**src/rtl/cube_pkg.sv**
```systemverilog
// Shared types and constants for the cube-state scanner and the move sequencer.
// Holds face/turn encodings, the 5-bit move record, the sequencer FSM states,
// the colour codes used by the scanner, and a face-to-one-hot helper.
package cube_pkg;

  localparam int unsigned FACE_W    = 3;
  localparam int unsigned TURN_W    = 2;
  localparam int unsigned MOVE_W    = FACE_W + TURN_W;
  localparam int unsigned NUM_FACES = 6;

  // Face indices; also the bit positions of step/dir.
  localparam logic [FACE_W-1:0] FACE_U = 3'd0;
  localparam logic [FACE_W-1:0] FACE_L = 3'd1;
  localparam logic [FACE_W-1:0] FACE_F = 3'd2;
  localparam logic [FACE_W-1:0] FACE_R = 3'd3;
  localparam logic [FACE_W-1:0] FACE_B = 3'd4;
  localparam logic [FACE_W-1:0] FACE_D = 3'd5;

  // Turn codes; TURN_END delimits a segment.
  localparam logic [TURN_W-1:0] TURN_END  = 2'd0;
  localparam logic [TURN_W-1:0] TURN_CW   = 2'd1;
  localparam logic [TURN_W-1:0] TURN_HALF = 2'd2;
  localparam logic [TURN_W-1:0] TURN_CCW  = 2'd3;

  // Colour codes shared with the scanner.
  localparam logic [2:0] COL_W = 3'd0;
  localparam logic [2:0] COL_O = 3'd1;
  localparam logic [2:0] COL_G = 3'd2;
  localparam logic [2:0] COL_R = 3'd3;
  localparam logic [2:0] COL_B = 3'd4;
  localparam logic [2:0] COL_Y = 3'd5;

  typedef struct packed {
    logic [FACE_W-1:0] face;
    logic [TURN_W-1:0] turn;
  } move_t;

  typedef enum logic [2:0] {
    ST_IDLE,
    ST_FETCH,
    ST_LOAD,
    ST_STEP_HI,
    ST_STEP_LO,
    ST_SETTLE,
    ST_DONE
  } state_e;

  // One-hot motor select; faces 6 and 7 select nothing (no-op turn).
  function automatic logic [NUM_FACES-1:0] face_onehot(input logic [FACE_W-1:0] face);
    logic [NUM_FACES-1:0] oh;
    oh = '0;
    case (face)
      3'd0:    oh = 6'b000001;
      3'd1:    oh = 6'b000010;
      3'd2:    oh = 6'b000100;
      3'd3:    oh = 6'b001000;
      3'd4:    oh = 6'b010000;
      3'd5:    oh = 6'b100000;
      default: oh = '0;
    endcase
    return oh;
  endfunction

endpackage

```
**src/rtl/move_rom.sv**
```systemverilog
// Move ROM: DEPTH x 5-bit entries, synchronous read (data valid the cycle
// after addr is presented). Contents come in as a packed image, entry i at
// bits [5*i +: 5]; the build flow converts the setup-batch hex file into it.
// Ports: clock; addr (entry index); data (registered move record).
module move_rom
  import cube_pkg::*;
#(
  parameter int unsigned DEPTH = 256,
  parameter int unsigned AW    = 8,
  parameter logic [DEPTH*MOVE_W-1:0] IMAGE = '0
) (
  input  logic          clock,
  input  logic [AW-1:0] addr,
  output move_t         data
);

  int unsigned rd_idx;
  move_t       data_q;

  always_comb rd_idx = 32'(addr) * MOVE_W;

  // Registered read; no reset needed as the sequencer only uses data in LOAD.
  always_ff @(posedge clock) begin
    data_q <= IMAGE[rd_idx +: MOVE_W];
  end

  assign data = data_q;

endmodule

```
**src/rtl/move_sequencer.sv**
```systemverilog
// Move sequencer: responder to the scanner's send_setup_moves request. Each
// request plays the next END-delimited segment of the move ROM as step/dir
// pulses on six face steppers, then pulses done_turning for one cycle.
// Ports:
//   clock, reset_n       - clock, async active-low reset
//   send_setup_moves     - one-cycle request for the next segment
//   step[5:0], dir[5:0]  - per-face step pulse and direction (1 = CW), U,L,F,R,B,D
//   done_turning         - one-cycle pulse at segment end
//   busy                 - high from request accept until done_turning
//   seg_count[5:0]       - completed segments, modulo 64
module move_sequencer
  import cube_pkg::*;
#(
  parameter int unsigned STEPS_PER_QUARTER = 50,
  parameter int unsigned STEP_HALF_CYCLES  = 32500,
  parameter int unsigned SETTLE_CYCLES     = 65000,
  parameter int unsigned ROM_DEPTH         = 256,
  parameter logic [ROM_DEPTH*MOVE_W-1:0] ROM_IMAGE = '0
) (
  input  logic       clock,
  input  logic       reset_n,
  input  logic       send_setup_moves,
  output logic [5:0] step,
  output logic [5:0] dir,
  output logic       done_turning,
  output logic       busy,
  output logic [5:0] seg_count
);

  localparam int unsigned PTR_W      = (ROM_DEPTH > 1) ? $clog2(ROM_DEPTH) : 1;
  localparam int unsigned BUDGET_MAX = 2 * STEPS_PER_QUARTER;
  localparam int unsigned BUDGET_W   = $clog2(BUDGET_MAX + 1);
  localparam int unsigned TIMER_MAX  =
    ((STEP_HALF_CYCLES > SETTLE_CYCLES) ? STEP_HALF_CYCLES : SETTLE_CYCLES) - 1;
  localparam int unsigned TIMER_W    = (TIMER_MAX > 0) ? $clog2(TIMER_MAX + 1) : 1;

  localparam logic [TIMER_W-1:0]  HALF_RELOAD   = TIMER_W'(STEP_HALF_CYCLES - 1);
  localparam logic [TIMER_W-1:0]  SETTLE_RELOAD = TIMER_W'(SETTLE_CYCLES - 1);
  localparam logic [BUDGET_W-1:0] BUDGET_QTR    = BUDGET_W'(STEPS_PER_QUARTER);
  localparam logic [BUDGET_W-1:0] BUDGET_HALF   = BUDGET_W'(BUDGET_MAX);
  localparam logic [PTR_W-1:0]    PTR_LAST      = PTR_W'(ROM_DEPTH - 1);

  state_e                 state_q,   state_d;
  logic [PTR_W-1:0]       ptr_q,     ptr_d;
  logic                   pending_q, pending_d;
  logic [FACE_W-1:0]      face_q,    face_d;
  logic [BUDGET_W-1:0]    budget_q,  budget_d;
  logic [TIMER_W-1:0]     timer_q,   timer_d;
  logic [5:0]             step_q,    step_d;
  logic [5:0]             dir_q,     dir_d;
  logic                   done_q,    done_d;
  logic                   busy_q,    busy_d;
  logic [5:0]             seg_q,     seg_d;

  move_t                  rom_data;
  logic [PTR_W-1:0]       ptr_next;
  logic [5:0]             rom_oh;

  move_rom #(
    .DEPTH (ROM_DEPTH),
    .AW    (PTR_W),
    .IMAGE (ROM_IMAGE)
  ) u_rom (
    .clock (clock),
    .addr  (ptr_q),
    .data  (rom_data)
  );

  // Pointer increment wraps from the last entry back to 0.
  always_comb begin
    ptr_next = (ptr_q == PTR_LAST) ? '0 : ptr_q + PTR_W'(1);
    rom_oh   = face_onehot(rom_data.face);
  end

  // Next-state and next-output logic.
  always_comb begin
    state_d   = state_q;
    ptr_d     = ptr_q;
    pending_d = pending_q;
    face_d    = face_q;
    budget_d  = budget_q;
    timer_d   = timer_q;
    step_d    = step_q;
    dir_d     = dir_q;
    done_d    = 1'b0;
    busy_d    = busy_q;
    seg_d     = seg_q;

    // Requests outside IDLE collapse into one pending start (DONE included).
    if (send_setup_moves && (state_q != ST_IDLE)) begin
      pending_d = 1'b1;
    end

    case (state_q)
      ST_IDLE: begin
        if (send_setup_moves || pending_q) begin
          pending_d = 1'b0;
          busy_d    = 1'b1;
          state_d   = ST_FETCH;
        end
      end

      ST_FETCH: begin
        state_d = ST_LOAD;
      end

      ST_LOAD: begin
        ptr_d = ptr_next;
        if (rom_data.turn == TURN_END) begin
          done_d  = 1'b1;
          busy_d  = 1'b0;
          seg_d   = seg_q + 6'd1;
          state_d = ST_DONE;
        end else begin
          face_d   = rom_data.face;
          budget_d = (rom_data.turn == TURN_HALF) ? BUDGET_HALF : BUDGET_QTR;
          if (rom_oh != '0) begin
            dir_d   = (rom_data.turn == TURN_CCW) ? '0 : rom_oh;
            step_d  = rom_oh;
            timer_d = HALF_RELOAD;
            state_d = ST_STEP_HI;
          end else begin
            // Faces 6/7: no pulses, but the settle delay still applies.
            dir_d   = '0;
            timer_d = SETTLE_RELOAD;
            state_d = ST_SETTLE;
          end
        end
      end

      ST_STEP_HI: begin
        if (timer_q == '0) begin
          step_d  = '0;
          timer_d = HALF_RELOAD;
          state_d = ST_STEP_LO;
        end else begin
          timer_d = timer_q - TIMER_W'(1);
        end
      end

      ST_STEP_LO: begin
        if (timer_q == '0) begin
          budget_d = budget_q - BUDGET_W'(1);
          if (budget_q != BUDGET_W'(1)) begin
            step_d  = face_onehot(face_q);
            timer_d = HALF_RELOAD;
            state_d = ST_STEP_HI;
          end else begin
            dir_d   = '0;
            timer_d = SETTLE_RELOAD;
            state_d = ST_SETTLE;
          end
        end else begin
          timer_d = timer_q - TIMER_W'(1);
        end
      end

      ST_SETTLE: begin
        if (timer_q == '0) begin
          state_d = ST_FETCH;
        end else begin
          timer_d = timer_q - TIMER_W'(1);
        end
      end

      ST_DONE: begin
        state_d = ST_IDLE;
      end

      default: begin
        state_d = ST_IDLE;
      end
    endcase
  end

  // State and output registers; reset drops step/dir immediately.
  always_ff @(posedge clock or negedge reset_n) begin
    if (!reset_n) begin
      state_q   <= ST_IDLE;
      ptr_q     <= '0;
      pending_q <= 1'b0;
      face_q    <= '0;
      budget_q  <= '0;
      timer_q   <= '0;
      step_q    <= '0;
      dir_q     <= '0;
      done_q    <= 1'b0;
      busy_q    <= 1'b0;
      seg_q     <= '0;
    end else begin
      state_q   <= state_d;
      ptr_q     <= ptr_d;
      pending_q <= pending_d;
      face_q    <= face_d;
      budget_q  <= budget_d;
      timer_q   <= timer_d;
      step_q    <= step_d;
      dir_q     <= dir_d;
      done_q    <= done_d;
      busy_q    <= busy_d;
      seg_q     <= seg_d;
    end
  end

  assign step         = step_q;
  assign dir          = dir_q;
  assign done_turning = done_q;
  assign busy         = busy_q;
  assign seg_count    = seg_q;

endmodule

```
**config.mk**
```make
export PLATFORM = sky130hd
export DESIGN_NAME = move_sequencer
export DESIGN_NICKNAME = d
export VERILOG_FILES = /design/src/rtl/cube_pkg.sv /design/src/rtl/move_rom.sv /design/src/rtl/move_sequencer.sv
export SDC_FILE = /design/constraint.sdc
export NUM_CORES = 1
export LEC_CHECK = 0
export ABC_CLOCK_PERIOD_IN_PS = 2100
export CAP_MARGIN = 30
export CORE_ASPECT_RATIO = 1.25
export CORE_MARGIN = 4
export CORE_UTILIZATION = 40
export DETAILED_ROUTE_END_ITERATION = 10
export SYNTH_ARGS = -nofsm -noshare
export SYNTH_HDL_FRONTEND = slang
export SYNTH_SLANG_ARGS = --single-unit
```
**constraint.sdc**
```tcl
create_clock -name clock -period 2.1 [get_ports clock]
set_input_delay 0.315 -clock clock [delete_from_list [all_inputs] [get_ports clock]]
set_output_delay 0.315 -clock clock [all_outputs]
set_load 0.01 [all_outputs]
```
== Yosys cells after proc, flatten, opt, wreduce, memory -nomap -nowiden ==
Index checks and enable logic that the tools add are counted.
Widths: inputs -> output; s select.

* Word-level logic and storage cells: 112
* Memories kept: 0
* Memory bits (writable): 0
* Register bits: 63
* Input bits: 3
* ROM bits: 0
* Output and inout bits: 20
* Bits in latches: 0

* $lt $le $gt $ge: 0
* Equality and inequality tests: 29
* Div/mod/pow operators: 0
* Shift operators: 1
* Mux-type cells: 42
* Multipliers: 1
* Reductions and logical operators: 21
* Bitwise gates (word level): 1
* $add $sub $neg: 4

{| class="wikitable"
|+ Operators with widths
! kind !! number
|-
| $shiftx 1280x12->5 const A || 1
|-
| $mux 16 || 6
|-
| $pmux 6 s6 || 2
|-
| $pmux 16 s4 || 1
|-
| $mux 6 || 10
|-
| $mux 3 || 7
|-
| $mux 7 || 3
|-
| $ne 2x2->1 const B || 10
|-
| $eq 3x2->1 const B || 6
|-
| $eq 3x3->1 const B || 6
|-
| $pmux 3 s6 || 1
|-
| $pmux 6 s3 || 1
|-
| $logic_not 16->1 || 1
|-
| $sub 16x1->16 const B || 1
|-
| $pmux 7 s2 || 1
|-
| $pmux 6 s2 || 1
|-
| $mul 8x3->11 const B || 1
|-
| $eq 3x1->1 const B || 3
|-
| $logic_not 3->1 || 3
|-
| $reduce_and 3->1 || 3
|-
| $add 8x1->8 const B || 1
|-
| $eq 8x8->1 const B || 1
|-
| $mux 8 || 1
|-
| $reduce_and 4->1 || 2
|-
| 16 further kinds || 26
|}

== Depth between registers and ports, before layout ==
* Depth in word-level cells: 6
* Depth in mapped cells: 9
* Mapped depth without buffers: 7

== Hierarchy ==
From an unflattened synthesis, not the netlist that was laid out.

* Cells, all modules: 366
* Area, all modules: 3415.8 um2

{| class="wikitable"
|+ By module, submodules not included
! module !! times used !! cells an instance !! sequential area each (um2) !! area each (um2)
|-
| move_sequencer || 1 || 360 || 1451.4 || 3374.5
|-
| move_rom || 1 || 6 || 0.0 || 41.3
|}

== Worst setup path before layout ==
Ideal clock, no wire load.

* Kind: register to register
* Start: reg timer_q[0]
* End: reg budget_q[3]
* Data required time: 1.975 ns
* Period minus slack after synthesis: 1.949 ns
* Library setup time: 0.125 ns
* Slack: 0.151 ns
* Arrival: 1.825 ns
* Cell stages (with the launch flop): 9
* Path buffers: 1
* Cells stage by stage: dfrtp_1 inv_1 ha_1 nor4b_2 and4_1 buf_4 nand3_4 or4_4 xnor2_2

* Cells in the longest elaborated chain, start to end: 3

{| class="wikitable"
|+ Ends and longest elaborated chain
! item !! RTL line !! text
|-
| start: declaration || move_sequencer.sv:48 || <nowiki>logic [TIMER_W-1:0] timer_q, timer_d;</nowiki>
|-
| start signal: assignment || move_sequencer.sv:196 || <nowiki>timer_q <= timer_d;</nowiki>
|-
| $logic_not 16->1 || move_sequencer.sv:142 || <nowiki>if (timer_q == '0) begin</nowiki>
|-
| $ne 2x2->1 (no line) || -- ||
|-
| $reduce_and 3->1 (no line) || -- ||
|-
| end signal: assignment || move_sequencer.sv:195 || <nowiki>budget_q <= budget_d;</nowiki>
|-
| end: declaration || move_sequencer.sv:47 || <nowiki>logic [BUDGET_W-1:0] budget_q, budget_d;</nowiki>
|}

No other way between the ends.
A chain may end at the register's enable or synchronous reset.

== Worst setup path in the final report ==
* Start: reg timer_q[1]
* End: reg budget_q[3]

The elaborated chain is that of the path after synthesis.

==> impl_metrics.tcl <==
set metrics [dict create \
    status "complete, no violations" \
    powerDensity_mw_per_mm2 1150 \
    final_cell_mix "36 x dfrtp_1, 26 x nor2_1, 25 x buf_4" \
    clk_transition_reported_paths_ns 0.08 \
    core_region_area_mm2 0.00512 \
    seqPwrFrac_pct 38.0 \
    hp-class "input pin to async pin" \
    hold_buffers 0 \
    fmax_ghz 0.492 \
    post-route-min-period_ns 2.03 \
    hold_violations 0 \
    syn_to_final_growth_pct 21.5 \
    diodes 0 \
    synth_edf_count 0 \
    clock_skew_ns 0.00206 \
    die_y_um 89.4 \
    grt_max_degree 38 \
    layout-drive-gt1-share_pct 21.2 \
    clock_path_buffers 2 \
    critPathArrivalTime_ns 2.21 \
    p_int_mw 1.82 \
    via_per_inst 5.44 \
    critPathKind "register to register" \
    io_pins 23 \
    async_flop_share_pct 100 \
    start_kind "register" \
    numClockSinks 37 \
    grt_pass1_wl_mm 7.48 \
    port_buffers 12 \
    fp.dieArea_mm2 0.00653 \
    seq_area_frac_synth_pct 43.7 \
    clock_latency_ns 0.29 \
    vias 1697 \
    wire_per_inst_um 14.3 \
    dp_hpwl_mm 3.25 \
    cts-root-buf "clkbuf_8" \
    fin_nets 257 \
    p_comb_share_pct 40.7 \
    antenna_found_initial 0 \
    relSlewSlack_pct 45.1 \
    wl_mm 4.46 \
    rsz0062_at_grt "no" \
    dp.cells 300 \
    finalCritPeriodShare_pct 96.7 \
    synth_cell_types 54 \
    drt_iter0_drc 133 \
    drtPass1Iterations 4 \
    cts_max_level 2 \
    fin_setup_tns_ns 0 \
    ir_drop_mv 0.447 \
    p_leak_nw 1.09 \
    setup_viol 0 \
    power.switching_mw 1.13 \
    start_util_pct 41.4 \
    stdcell_count 312 \
    ys.warnings.count 0 \
    final_common_cell "dfrtp_1" \
    synth_area_mm2 0.00212 \
    worst_pin_slew_ns 0.824 \
    power_frac_clock_pct 21.3 \
    gp_congestion 0.886 \
    crit_path_end_kind "register" \
    rows 29 \
    synth.avg_cell_area_um2 9.90 \
    max-cap-violations 0 \
    grt_pass1_vias 1560 \
    cts_buffers 5 \
    worst-path-max-fanout 3 \
    ant_nets 0 \
    drc 0 \
    switching_share_pct 38.4 \
    overflow 0 \
    grt_use_total_pct 14.9 \
    synthFlopType "dfrtp_1" \
    ys_seq_elements 37 \
    drv_slew 0 \
    cts_tree "yes" \
    synthesis.instances 214 \
    die_w_um 73.1 \
    critical_path_required_ns 2.28 \
]
cells by family after synthesis:
| kind of cell | Yosys count | share of synthesized area (%) |
|---|---|---|
| AND/OR/NAND/NOR | 86 | 25.5 |
| AO/OA/AOI/OAI | 44 | 13.1 |
| flip-flops | 37 | 43.7 |
| buffers and inverters | 23 | 6.20 |
| XOR/XNOR | 11 | 4.90 |
| multiplexers | 7 | 3.48 |
| adder cells (fa/ha/maj) | 5 | 2.95 |
| other | 1 | 0.177 |
routing by layer:
metal	vias up	GRT usage [%]	share of wire [%]
met5	-	0	0
li1	833	-	-
met3	7	2.70	3.0
met2	33	23.5	48
met1	824	20.0	47
met4	0	6.21	2.1
synthesized netlist by cell type, types with 3 or more instances:
master	instances	area share, %
nand3_1	7	1.7
nand2_1	11	1.9
nor2_1	27	4.8
inv_1	5	0.89
and4_1	4	1.7
clkbuf_1	4	0.71
dfrtp_1	37	44
xor2_1	4	1.7
a21oi_1	11	2.6
o21ai_0	9	2.1
mux2_2	3	1.6
xnor2_1	6	2.5
nand3b_1	3	1.1
a31oi_1	3	0.89
nor3_1	6	1.4
o22ai_1	6	1.8
buf_4	11	3.9
o21ai_1	3	0.71
mux2i_1	4	1.9
ha_1	5	3.0
nor4_1	3	0.89
path summary, 6_finish.rpt:
| path | slack, ns | cells past startpoint | from | end |
|---|---|---|---|---|
| worst max-delay path | 0.07 | 8 | timer_q[1] | budget_q[3] |
| worst min-delay path | 0.11 | 1 | reset_n | timer_q[0] |
| worst max register to register | 0.07 | 8 | timer_q[1] | budget_q[3] |
| worst min register to register | 0.47 | 1 | budget_q[5] | budget_q[5] |
| max in group asynchronous | 1.42 | 1 | reset_n | timer_q[8] |
| min in group clock | 0.47 | 1 | budget_q[5] | budget_q[5] |
state kept, by name, indices dropped and copies added, names as in the netlist:
signal	flops
budget_q	7
step	1
state_q	3
busy	1
pending_q	1
dir	1
done_turning	1
seg_count	6
timer_q	16
worst max-delay path, cell delays in order, from the launching register on:
cell	delay, ns
dfrtp_1	0.39
inv_1	0.09
ha_2	0.19
nor4b_4	0.20
and4_1	0.27
buf_4	0.14
nand3_4	0.07
or4_4	0.44
xnor2_2	0.14
area by class of cell:
cell class	count	area, um^2
Fill cell	465	2540
Multi-Input combinational cell	163	1130
Sequential cell	37	927
Timing Repair Buffer	37	303
Tap cell	62	77.6
Clock buffer	5	68.8
Clock inverter	3	46.3
Inverter	5	18.8
stage by stage:
stage | worst slack (ns) | hold WS (ns) | utilization, % | instance area (um^2) | total power, mW
floorplan | 0.151 | 0.0194 | - | 2150 | 1.85
global placement | 0.0370 | 0.461 | 46.7 | 2390 | 2.29
detailed placement | 0.0246 | 0.459 | 46.7 | 2390 | 2.31
CTS | 0.0166 | 0.144 | 49.0 | 2500 | 2.95
global route | 0.00276 | 0.194 | 50.3 | 2570 | 3.17
finish | 0.0684 | 0.114 | 50.3 | 2570 | 2.95
timing repair:
action,in CTS,in global routing
resized for setup,0,7
buffers inserted,0,4
setup endpoints to repair,0,15
power by group through the flow:
stage               clock, mW  combinational (mW)  sequential (mW)
floorplan                   0               0.752             1.09
global placement            0                1.17             1.12
detailed placement          0                1.19             1.13
CTS                     0.648                1.19             1.11
global route            0.678                1.34             1.15
finish                  0.628                1.20             1.12
Power figures use the tool's default switching activity.
==> variant 1 (same settings) <==
Register the output `seg_count` once more, with the module's reset; this adds one clock of latency there. The other outputs are not delayed to match.
--- a/src/rtl/move_sequencer.sv
+++ b/src/rtl/move_sequencer.sv
@@ -208,3 +208,9 @@
   assign busy         = busy_q;
-  assign seg_count    = seg_q;
+  always_ff @(posedge clock or negedge reset_n) begin
+    if (!reset_n) begin
+      seg_count <= '0;
+    end else begin
+      seg_count <= seg_q;
+    end
+  end
 
Formal check against the unedited RTL: not equivalent (Yosys sat finds a counterexample within 4 cycles, from zero or initial values and one cycle with reset_n low).
==> variant 1 against the original RTL <==
  * Sequential power increased by 19%
  * Setup slack improved by 0.024 ns
  * Die area up 8.7%
  * Design area grew 9.7%
  * Global-route usage up 0.73 points
  * Sequential cell count rose by 6
  * Power grew 19%
  * Wire length grew 17%
  * Utilization rose by 0.85 points
  * Synthesized area rose by 9.7%
  * Maximum frequency rose by 1.2%
  * Sequential share of layout area rose by 2.1 points
  * Critical endpoint is now budget_q[5]
==> variant 1: results <==
{
  "wl_um": 5232,
  "largest_reg_flops": 16,
  "ys.flop_type": "dfrtp_1",
  "firstDrtPassIters": 4,
  "dpl_worst_slack_ns": 0.03849,
  "post-dp-hpwl_um": 3844,
  "async_reset_ff_share_pct": 100.0,
  "p_leak_nw": 1.242,
  "post-place-cells": 341,
  "crit_path_top_delay_cell": "or4_4",
  "grt_pass1_wl_um": 8942,
  "startpoint": "timer_q[0]",
  "synth_warnings": 0,
  "drtIter0Drc": 56,
  "syn_inst": 241,
  "ys_seq_area_share_pct": 46.31,
  "grt_antenna_before_repair": 0,
  "hp-class": "in -> async",
  "htreeDepth": 2,
  "slowest_delay_ns": 0.50,
  "io_buffers": 12,
  "nets": 293,
  "clockBufferDepth": 2,
  "grt_usage_pct": 15.63,
  "netlist_top_cells_count": "dfrtp_1 (43), nor2_1 (22), nand2_1 (19), o21ai_0 (19), a21oi_1 (16)",
  "path_clk_slew_ns": 0.09,
  "fillers": 513,
  "status": "finished clean",
  "reg.largest.list": "timer_q: 16 flops, budget_q: 7 flops",
  "antennaDiodeCount": 0,
  "grt_max_degree": 44,
  "place.gp.congestion": 0.8434,
  "avgRoutedWirePerCell_um": 14.95,
  "cts_buffers": 5,
  "p_int_mw": 2.147,
  "via_count": 1890,
  "netlist_top_cells_area": "dfrtp_1 (46%), o21ai_0 (4.1%), nor2_1 (3.6%)",
  "ys_types": 48,
  "worstMarginPinSlew_ns": 0.5473,
  "skew_ns": 0.003981,
  "cp_top_family": "simple AND/OR/NAND/NOR gates",
  "vdd_drop_max_v": 0.0006575,
  "drive_gt1_share_pct": 20.63,
  "insertion_delay_ns": 0.30,
  "worstPathArrival_ns": 2.20,
  "cts_root_buf": "clkbuf_8",
  "placed_area_um2": 2694,
  "cp_max_fo": 6
}
variant 1: cell types whose count changed after synthesis, moves of 4 or more:
cell / unedited run / this run
a21oi_1: 11 / 16
and4_1: 4 / 0
dfrtp_1: 37 / 43
nand2_1: 11 / 19
nand4_1: 2 / 8
nor2_1: 27 / 22
o21ai_0: 9 / 19
variant 1: what timing repair did:
| item | in CTS | in global routing |
|---|---|---|
| endpoints found under the setup margin | 4 | 9 |
| pin swaps | 1 | 0 |
| setup buffers | 1 | 0 |
| resized for setup | 0 | 3 |
variant 1: cell type report:
cell class	instances	area, um2	share of cell area [%]
Tap cell	64	80.08	2.837
Multi-Input combinational cell	182	1167	41.36
Timing Repair Buffer	47	377.9	13.39
Clock inverter	2	16.27	0.5762
Sequential cell	43	1076	38.12
Inverter	6	22.52	0.7979
Clock buffer	6	82.58	2.926
variant 1: final timing paths:
kind	to	slack, ns	cells past startpoint
worst max-delay path	budget_q[5]	0.09	7
worst min-delay path	timer_q[10]	0.07	2
worst max register to register	budget_q[5]	0.09	7
worst min register to register	seg_count[5]	0.41	0
max in group asynchronous	timer_q[4]	1.64	2
min in group clock	seg_count[5]	0.41	0
variant 1: metal layers:
metal,up-vias,track usage (%),part of all wire (%)
met5,-,0,0
met4,0,6.414,1.4
met3,5,3.854,3.3
met2,32,27.86,53
met1,922,17.74,43
li1,931,-,-
variant 1: power groups by stage:
stage / Combinational (mW) / Clock, mW / Sequential, mW
finish: 1.62 / 0.572 / 1.33
global placement: 1.57 / 0 / 1.34
CTS: 1.59 / 0.593 / 1.33
floorplan: 0.890 / 0 / 1.35
global route: 1.80 / 0.631 / 1.37
detailed placement: 1.59 / 0 / 1.35
variant 1: cell families after synthesis:
family / after synthesis / synth area share, %
buffers and inverters: 25 / 5.870
AOI/OAI and AO/OA: 60 / 15.99
muxes: 3 / 1.400
xor gates and xnor gates: 12 / 4.847
other: 1 / 0.1614
adders and majority gates: 5 / 2.693
DFF: 43 / 46.31
and+or+nand+nor: 92 / 22.72
==> variant 2 (config.mk and constraints unchanged) <==
Made on the original files. The parameter `STEPS_PER_QUARTER` goes from 50 to 100.
--- a/src/rtl/move_sequencer.sv
+++ b/src/rtl/move_sequencer.sv
@@ -13,3 +13,3 @@
 #(
-  parameter int unsigned STEPS_PER_QUARTER = 50,
+  parameter int unsigned STEPS_PER_QUARTER = 100,
   parameter int unsigned STEP_HALF_CYCLES  = 32500,
Behaviour: same outputs for any inputs over 10 cycles, from zero or initial values and one cycle with reset_n low; that may be too few to reach the edited logic, so the function may still have changed.
==> variant 2 against the original RTL <==
  * Sequential power is 6% higher
  * Wire length is 6.7% higher
  * First-iteration DRC count is 29% lower
  * Power is 12% higher
  * Clock skew is 0.0049 ns higher
  * Design area is 2.1% higher
  * Non-clock buffer count stayed put
  * Synthesized area is 1.5% higher
  * Setup slack worse by 0.020 ns
  * Global-route usage is 0.46 points higher
  * Sequential cell count is 1 higher
  * Critical endpoint is now timer_q[3]
  * Largest cell class unchanged
  * Largest power group unchanged
==> variant 2: results <==
{
  "status": "finished clean",
  "antennaDiodeCount": 0,
  "grt_antenna_before_repair": 0,
  "p_leak_nw": 1.090,
  "htreeDepth": 2,
  "drive_gt1_share_pct": 19.29,
  "cp_top_family": "simple AND/OR/NAND/NOR gates",
  "worstPathArrival_ns": 2.23,
  "clockBufferDepth": 2,
  "grt_max_degree": 39,
  "async_reset_ff_share_pct": 100.0,
  "ys_types": 56,
  "vdd_drop_max_v": 0.0007652,
  "ys_seq_area_share_pct": 44.24,
  "hp-class": "in -> async",
  "nets": 261,
  "fillers": 502,
  "drc": 0,
  "hold_ws_ns": 0.06762,
  "slowest_delay_ns": 0.56,
  "yosysTopAreaCellShare_pct": 44.24,
  "wl_um": 4753,
  "rr_startpoint": "timer_q[11]",
  "post-dp-hpwl_um": 3483,
  "r2r-end": "timer_q[3]",
  "netlist_top_cells_count": "dfrtp_1 (38), nor2_1 (19), nor3_1 (14)",
  "grt_usage_pct": 15.35,
  "cts_buffers": 5,
  "insertion_delay_ns": 0.29,
  "r2r_cells": 5,
  "place.gp.congestion": 0.8558,
  "rrSetupSlack_ns": 0.05,
  "cp_max_fo": 8,
  "skew_ns": 0.006987,
  "io_buffers": 12,
  "grt_pass1_wl_um": 8121,
  "largest_reg_flops": 16,
  "grt_pass1_vias": 1725,
  "netlist_top_cells_area": "dfrtp_1 (44%), xnor2_1 (4.9%), buf_4 (3.8%)",
  "via_count": 1751,
  "cts_root_buf": "clkbuf_8",
  "largest-register": "timer_q",
  "synth_warnings": 0,
  "path_clk_slew_ns": 0.08,
  "crit_path_top_delay_cell": "or4_4",
  "drtIter0Drc": 94,
  "firstDrtPassIters": 4,
  "ant_nets": 0
}
==> variant 2: cell types whose count changed in the layout (fill, tap and decap cells not counted), sizes merged, moves of 4 or more <==
cell,unedited run,this run
xnor2,7,12
nor3,6,15
and4,4,0
nor2,27,19
==> variant 2: how the worst max path moves through the flow <==
stage / slack, ns / cells after the start / from / endpoint
2_1_floorplan: 0.23 / 5 / timer_q[11] / timer_q[3]
3_3_place_gp: -0.02 / 6 / timer_q[0] / timer_q[15]
3_5_place_dp: -0.03 / 6 / timer_q[0] / timer_q[15]
4_1_cts: 0.02 / 5 / timer_q[11] / timer_q[3]
5_1_grt: -0.002 / 5 / timer_q[11] / timer_q[3]
6_report: 0.05 / 5 / timer_q[11] / timer_q[3]
==> variant 2: where the power goes <==
part	total [mW]	switching, mW	internal, mW	leakage, nW
registers	1.19	0.253	0.942	0.457
clock network	0.766	0.259	0.507	0.0714
logic	1.35	0.692	0.659	0.562
total	3.31	1.20	2.11	1.09
==> variant 2: kinds of logic after synthesis <==
| kind of cell | Yosys count | synth area share, % |
|---|---|---|
| AOI/OAI and AO/OA | 44 | 14.55 |
| xor gates and xnor gates | 15 | 6.112 |
| adders and majority gates | 5 | 2.910 |
| buffers and inverters | 24 | 6.636 |
| DFF | 38 | 44.24 |
| muxes | 3 | 1.455 |
| other | 1 | 0.1745 |
| and+or+nand+nor | 87 | 23.92 |
==> variant 2: routing by layer <==
metal  track usage [%]  part of all wire (%)  up-vias
met2             24.11                    48       52
li1                  -                     -      847
met3             3.683                   5.6       11
met4             6.495                   2.1        0
met5                 0                     0        -
met1             19.80                    44      841
==> variant 2: layout make-up <==
| type | count | area (um2) | area share (%) |
|---|---|---|---|
| repair buffers | 37 | 302.8 | 11.52 |
| clock inverters | 2 | 60.06 | 2.286 |
| well taps | 62 | 77.57 | 2.952 |
| inverters | 7 | 26.28 | 1.000 |
| flip-flops and latches | 38 | 952.2 | 36.24 |
| clock buffers | 6 | 82.58 | 3.143 |
| multi-input cells | 164 | 1126 | 42.86 |
==> variant 2: worst reg2reg max path: cells and delay by family (launching register included) <==
kind	cells	cell delay [ns]
AO/OA/AOI/OAI	2	0.37
flip-flops	1	0.44
AND/OR/NAND/NOR	3	1.12
==> variant 2: stage by stage <==
step / cell area [um2] / setup slack, ns / instances
after floorplan: 2183 / 0.2330 / 226
after global placement: 2410 / -0.01521 / 303
after detailed placement: 2410 / -0.03486 / 303
after CTS: 2559 / 0.02346 / 311
after global routing: 2628 / -0.001649 / 316
final: 2628 / 0.04840 / 316
==> variant 2: repair_timing <==
item | 4_1_cts | 5_1_grt
hold endpoints to repair | 0 | 0
endpoints found under the setup margin | 2 | 8
gates resized for setup | 1 | 5
pin swaps | 0 | 5
buffers inserted | 0 | 5
hold buffers | 0 | 0
